==> config.mk <==
export PLATFORM = sky130hd
export DESIGN_NAME = masked_affine_pipe
export DESIGN_NICKNAME = d
export VERILOG_FILES = /design/src/rtl/masked_affine_pipe.sv
export SDC_FILE = /design/constraint.sdc
export NUM_CORES = 1
export LEC_CHECK = 0
export ABC_AREA = 1
export ABC_CLOCK_PERIOD_IN_PS = 1480
export CAP_MARGIN = 20
export CORE_MARGIN = 4
export CORE_UTILIZATION = 45
export CTS_BUF_LIST = sky130_fd_sc_hd__clkbuf_4
export CTS_CLUSTER_DIAMETER = 40
export DETAILED_ROUTE_END_ITERATION = 7
export PLACE_DENSITY = 0.75
export SLEW_MARGIN = 20
export SYNTH_ARGS = -nofsm -noshare
export SYNTH_HDL_FRONTEND = slang
export SYNTH_SLANG_ARGS = --single-unit
==> constraint.sdc <==
create_clock -name clk -period 1.48 [get_ports clk]
set_input_delay 0.296 -clock clk [delete_from_list [all_inputs] [get_ports clk]]
set_output_delay 0.296 -clock clk [all_outputs]
set_load 0.02 [all_outputs]
==> src/rtl/masked_affine_pipe.sv <==
// masked_affine_pipe: applies one of four GF(2) linear/affine byte maps to
// every share of a Boolean-masked byte, then carries the result through
// STAGES handshaked register stages.
//
// Handshake: a transfer happens on a rising clk edge when valid and ready
// are both high. A producer must hold its payload stable while valid is high
// and ready is low. Ready never depends combinationally on valid.
//
// Shares never mix. Each output share is computed only from the same input
// share and the mode bits. The affine constant is added to share 0 only.
module masked_affine_pipe #(
    parameter int SHARES = 3,
    parameter int STAGES = 1
) (
    input  logic                  clk,
    input  logic                  rst,
    input  logic                  in_valid,
    output logic                  in_ready,
    input  logic [1:0]            in_mode,
    input  logic [8*SHARES-1:0]   in_shares,
    output logic                  out_valid,
    input  logic                  out_ready,
    output logic [1:0]            out_mode,
    output logic [8*SHARES-1:0]   out_shares
);

    localparam int W = 8 * SHARES;

    // Linear part of the selected map, applied to a single share byte.
    function automatic logic [7:0] map_lin(input logic [1:0] m, input logic [7:0] a);
        logic [7:0] z;
        z = 8'h00;
        case (m)
            2'd0: begin
                // Basis change into the inversion-friendly representation.
                z[7] = a[0] ^ a[1] ^ a[2] ^ a[5] ^ a[6] ^ a[7];
                z[6] = a[0] ^ a[4] ^ a[5] ^ a[6];
                z[5] = a[0] ^ a[1] ^ a[5] ^ a[6];
                z[4] = a[0] ^ a[5] ^ a[6] ^ a[7];
                z[3] = a[0] ^ a[1] ^ a[3] ^ a[4] ^ a[7];
                z[2] = a[0];
                z[1] = a[0] ^ a[5] ^ a[6];
                z[0] = a[0] ^ a[1] ^ a[2] ^ a[3] ^ a[6];
            end
            2'd1: begin
                // Forward affine matrix (indices wrap mod 8 via the 3-bit cast).
                for (int i = 0; i < 8; i++) begin
                    z[i] = a[i] ^ a[3'(i + 4)] ^ a[3'(i + 5)] ^ a[3'(i + 6)] ^ a[3'(i + 7)];
                end
            end
            2'd2: begin
                z = a;
            end
            default: begin
                // Inverse affine matrix.
                for (int i = 0; i < 8; i++) begin
                    z[i] = a[3'(i + 2)] ^ a[3'(i + 5)] ^ a[3'(i + 7)];
                end
            end
        endcase
        return z;
    endfunction

    // Affine constant of the selected map; added to share 0 only.
    function automatic logic [7:0] map_const(input logic [1:0] m);
        case (m)
            2'd1:    return 8'h63;
            2'd3:    return 8'h05;
            default: return 8'h00;
        endcase
    endfunction

    logic [W-1:0]     xf;
    logic [STAGES-1:0] v_q;
    logic [STAGES-1:0] rdy;
    logic [1:0]       mode_q [STAGES];
    logic [W-1:0]     data_q [STAGES];

    // Per-share transform in front of stage 1; no term crosses a share boundary.
    always_comb begin
        xf = '0;
        for (int s = 0; s < SHARES; s++) begin
            xf[8*s +: 8] = map_lin(in_mode, in_shares[8*s +: 8])
                         ^ ((s == 0) ? map_const(in_mode) : 8'h00);
        end
    end

    for (genvar k = 0; k < STAGES; k++) begin : g_stage
        logic         up_v;
        logic [1:0]   up_m;
        logic [W-1:0] up_d;
        logic         v_r;
        logic [1:0]   m_r;
        logic [W-1:0] d_r;

        if (k == 0) begin : g_first
            assign up_v = in_valid;
            assign up_m = in_mode;
            assign up_d = xf;
        end else begin : g_next
            assign up_v = v_q[k-1];
            assign up_m = mode_q[k-1];
            assign up_d = data_q[k-1];
        end

        // A stage can take new data when it is empty or some stage downstream
        // has room or the sink is draining; this flattens ~v(k) | r(k+1).
        assign rdy[k] = out_ready | ~(&v_q[STAGES-1:k]);

        // Stage register: valid follows upstream when ready; payload only
        // moves when a real transaction arrives, otherwise it holds.
        always_ff @(posedge clk) begin
            if (rst) begin
                v_r <= 1'b0;
                m_r <= 2'd0;
                d_r <= '0;
            end else if (rdy[k]) begin
                v_r <= up_v;
                if (up_v) begin
                    m_r <= up_m;
                    d_r <= up_d;
                end
            end
        end

        assign v_q[k]    = v_r;
        assign mode_q[k] = m_r;
        assign data_q[k] = d_r;
    end

    assign in_ready   = rdy[0];
    assign out_valid  = v_q[STAGES-1];
    assign out_mode   = mode_q[STAGES-1];
    assign out_shares = data_q[STAGES-1];

endmodule
======== Word level (Yosys, flattened, before mapping) ========
Cells that the tools add are included.
storage, ports and cells
  output and inout bits ................... 28
  bits in registers ....................... 27
  input bits .............................. 30
cells by class
  bitwise logic cells ..................... 66
  equal/unequal tests ..................... 3
  mux-type cells .......................... 4
  reduce and logical (&&, ||, !) cells .... 2
operators by type and width
  cell                                            count
  case mux 8 bit (3 select lines)                 3
  bitwise XOR 1 bit                               63
  case mux 7 bit (2 select lines)                 1
  bitwise XOR 8 bit                               1
  == test 2 bit (second input constant)           2
  == test 2 x 1 -> 1 bit (second input constant)  1
  zero test 2 bit                                 1
  AND reduction 2 bit                             1
  NOT 1 bit                                       1
  bitwise OR 1 bit                                1

======== Depth between registers and ports, before layout ========
  depth after elaboration ................. 7
  mapped depth ............................ 12

======== Least setup slack after synthesis ========
Ideal clock, no wire load.
  kind .................................... register -> register
  start point ............................. reg g_stage[0].v_r (netlist: out_valid)
  end point ............................... reg g_stage[0].d_r[7] (netlist: out_shares[7])
  cell stages (with the launch flop) ...... 7
  clock period less this slack ............ 1.403 ns
  required time ........................... 1.413 ns
  arrival time ............................ 1.336 ns
  setup slack ............................. 0.077 ns
  cells stage by stage .................... dfxtp_1 nand2_1 nand2_1 buf_4 buf_2 nand2_1 a21oi_2
on the way
  longest elaborated chain between the ends .. 3
ends and longest elaborated chain
  item                                  line  source
  start: declaration                    92    logic v_r;
  start signal: assignment              118   v_r <= up_v;
  NOT 1 bit                             108   assign rdy[k] = out_ready | ~(&v_q[STAGES-1:k]);
  bitwise OR 1 bit                      108
  net in_ready                          18    output logic in_ready,
  AND reduction 2 bit (no source line)  --
  end signal: assignment                121   d_r <= up_d;
  end: declaration                      94    logic [W-1:0] d_r;
The timed path passes the listed nets, and every way through them passes these cells.
A chain may end at the register's enable or synchronous reset.

======== Worst setup path after layout ========
  start point ............................. in in_mode[1]
  end point ............................... reg g_stage[0].d_r[20] (netlist: out_shares[20])
on the way
  longest elaborated chain between the ends .. 2
  elaborated cells between the ends (all ways) .. 4
  classes of those cells .................. eq/ne (2); mux (1); reduce/logical (1)
ends and longest elaborated chain
  item                                   line  source
  start: declaration                     19    input logic [1:0] in_mode,
  == test 2 bit (tied with other cells)  33    case (m)
  case mux 8 bit (3 select lines) (*)    33
Mark *: on every way between the ends. The rest lies on a longest branch, timed or not.

==> reports/metrics.yaml <==
logic_synthesis:
  seq_area_frac_synth_pct: 24.9
  synth_ff_type: "dfxtp_1"
  synth_edf_count: 0
  netlist_instances: 362
  ys_seq_elements: 27
  yosysWarnings: 0
  synthArstFlopShare_pct: 0
  avgSynthCellArea_um2: 5.99
  synth_area_mm2: 0.00217
  ys_types: 30
  syn-num-nets: 392
clocking:
  clkLatencyLatePin_ps: 340
  postCtsSetupRepairBufs: 0
  ctsLongestPathBuffers: 2
  cts_tree: "yes"
  cts_sinks: 27
  root_buffer: "clkbuf_4"
  numCtsBuffers: 3
  path_clk_slew_ps: 160
  cts_max_level: 1
detailed_routing:
  wirelength_um: 6770
  drtIter0Drc: 143
  vias_per_cell: 5.28
  routedWlPerCell_um: 13.2
  vias: 2720
  drc_errors: 0
  firstDrtPassIters: 4
  ant_nets: 0
sta:
  slew_headroom_pct: 79.7
  hold_viol_final: 0
  finalSetupViolCount: 0
  drv_slew: 0
  setup_ws_ps: 61.5
  post-route-period-util_pct: 95.8
  worstMarginPinSlew_ps: 304
  fmax_mhz: 705
  post-route-min-period_ps: 1420
  skew_ps: 14.0
finish:
  area_delta_synth_final_pct: 45.6
  nets: 494
  drive_gt1_share_pct: 20.3
  fin_cells: 515
  num-fill-cells: 426
  diodes: 0
floorplanning:
  start_util_pct: 48.1
  die_y_um: 77.4
  core_mm2: 0.00450
  die_area_mm2: 0.00599
  std_cell_rows: 24
  io_pins: 58
  die_x_um: 77.4
worst_setup_path:
  cp_slowest_cell: "clkdlybuf4s50_1"
  cp-start-kind: "input port"
  crit_buf_inv: 3
  end_kind: "flop"
  max_stage_delay_ps: 630
  cp.arrival_ps: 1660
  cp_cell_sequence: "clkdlybuf4s50_1, buf_4, nand2_1, inv_1, a21oi_1, nand2_1, a21oi_1"
  critPathTopFamily: "buffers and inverters"
  worstPathRequired_ps: 1720
  cp_max_fo: 6
  path_class: "in2reg"
pwr:
  p_leak_uw: 0.00166
  power_density_mw_per_mm2: 644
  peakVddDrop_mv: 0.540
placement:
  io_buffers: 57
  routabilityCongestion: 0.899
  dpl.cell_count: 511
  dp_worst_setup_slack_ps: -369
  hpwl_um: 5440
grt:
  grt-ovfl-total: 0
  grt_first_pass_wirelength_um: 11500
  grt_pass1_vias: 2577
  grt_max_degree: 19
  grt_use_total_pct: 23.0
  antenna_found_initial: 0
hold_path:
  hp-class: "in2reg"
status:
  status: "finished, final reports clean"
run:
  max_cap_viol_count: 0
-- cells by family (layout without fill, tap and decap cells) --
| logic type | count (synthesis) | after routing | synth area share (%) |
|---|---|---|---|
| buffers and inverters | 54 | 155 | 10.8 |
| XOR/XNOR | 16 | 16 | 6.46 |
| AND/OR/NAND/NOR | 198 | 198 | 40.9 |
| AO/OA/AOI/OAI | 67 | 67 | 16.9 |
| flip-flops | 27 | 27 | 24.9 |
-- synthesized netlist by cell type (3+ instances only) --
cell type  count  share of area, %
nand2_1      118                20
nand3_1       47                11
a21oi_1       30               6.9
inv_1         30               5.2
dfxtp_1       27                25
o21ai_0       22               5.1
nand2_2       12               3.5
nor2_1        10               1.7
xor2_1         9               3.6
buf_2          8               1.8
inv_2          7               1.2
xnor2_1        7               2.8
nand3_2        4               1.8
a31oi_1        3              0.87
buf_4          3               1.0
clkbuf_1       3              0.52
nor3_1         3              0.69
o211ai_1       3               1.0
o22ai_1        3              0.87
-- flip-flops by register name, summed over array words and instances (netlist names) --
register    cells
out_valid       1
out_mode        2
out_shares     24
-- cells in the final DEF, fill, tap and decap left out, types with 4 or more instances in the layout --
master           instances
inv_2                    8
inv_1                   29
o21ai_0                 22
nand3_1                 47
xnor2_1                  7
dlygate4sd2_1           28
clkdlybuf4s50_1         24
xor2_1                   9
nand3_2                  4
dfxtp_1                 27
nand2_1                114
dlymetal6s2s_1           4
a21oi_1                 30
nand2_2                 16
nor2_1                  10
buf_4                   55
-- what timing repair did --
action	4_1_cts	5_1_grt
hold buffers	0	0
setup endpoints to repair	29	17
resized for setup	31	10
endpoints found under the hold margin	0	0
-- layer usage --
layer  share of wire [%]  wire [um]  global-route usage (%)
met3                 6.0        409                    4.40
met2                  49       3290                    40.0
met1                  44       2990                    29.3
met4                 1.3         87                    5.69
met5                   0          0                       0
-- tightest hold or removal path: stages --
cell and delay [ps]:
dlymetal6s2s_1 200, a21oi_1 180, a31oi_1 90
-- report_power, final --
part | internal (uW) | switching [uW]
Clock | 104 | 236
Sequential | 780 | 25.8
Combinational | 390 | 498
Total | 1270 | 760
-- area by class of cell --
cell class / instances / area, um^2 / share of cell area [%]
Clock buffer: 3 / 22.5 / 0.713
Inverter: 38 / 145 / 4.60
Sequential cell: 27 / 541 / 17.1
Multi-Input combinational cell: 281 / 1400 / 44.4
Timing Repair Buffer: 113 / 973 / 30.8
Clock inverter: 1 / 7.51 / 0.238
Tap cell: 52 / 65.1 / 2.06
-- path summary, 6_finish.rpt --
check	start	to	slack [ps]	cells past startpoint
worst max register to register	out_valid	out_shares[6]	270	7
worst max-delay path	in_mode[1]	out_shares[20]	60	7
worst min register to register	out_shares[15]	out_shares[15]	470	2
worst min-delay path	in_shares[8]	out_shares[9]	450	3
-- per-stage QoR --
stage / power [uW] / hold slack (ps) / utilization (%) / TNS [ps] / cell area (um^2)
CTS: 2040 / 473 / 69.8 / 0 / 3140
finish: 2030 / 452 / 70.1 / 0 / 3160
global placement: 1720 / 451 / 69.9 / -6360 / 3150
floorplan: 1320 / 459 / - / 0 / 2170
global route: 2180 / 468 / 70.1 / -4.22 / 3160
detailed placement: 1740 / 454 / 69.9 / -7260 / 3150
Power figures use the tool's default switching activity.
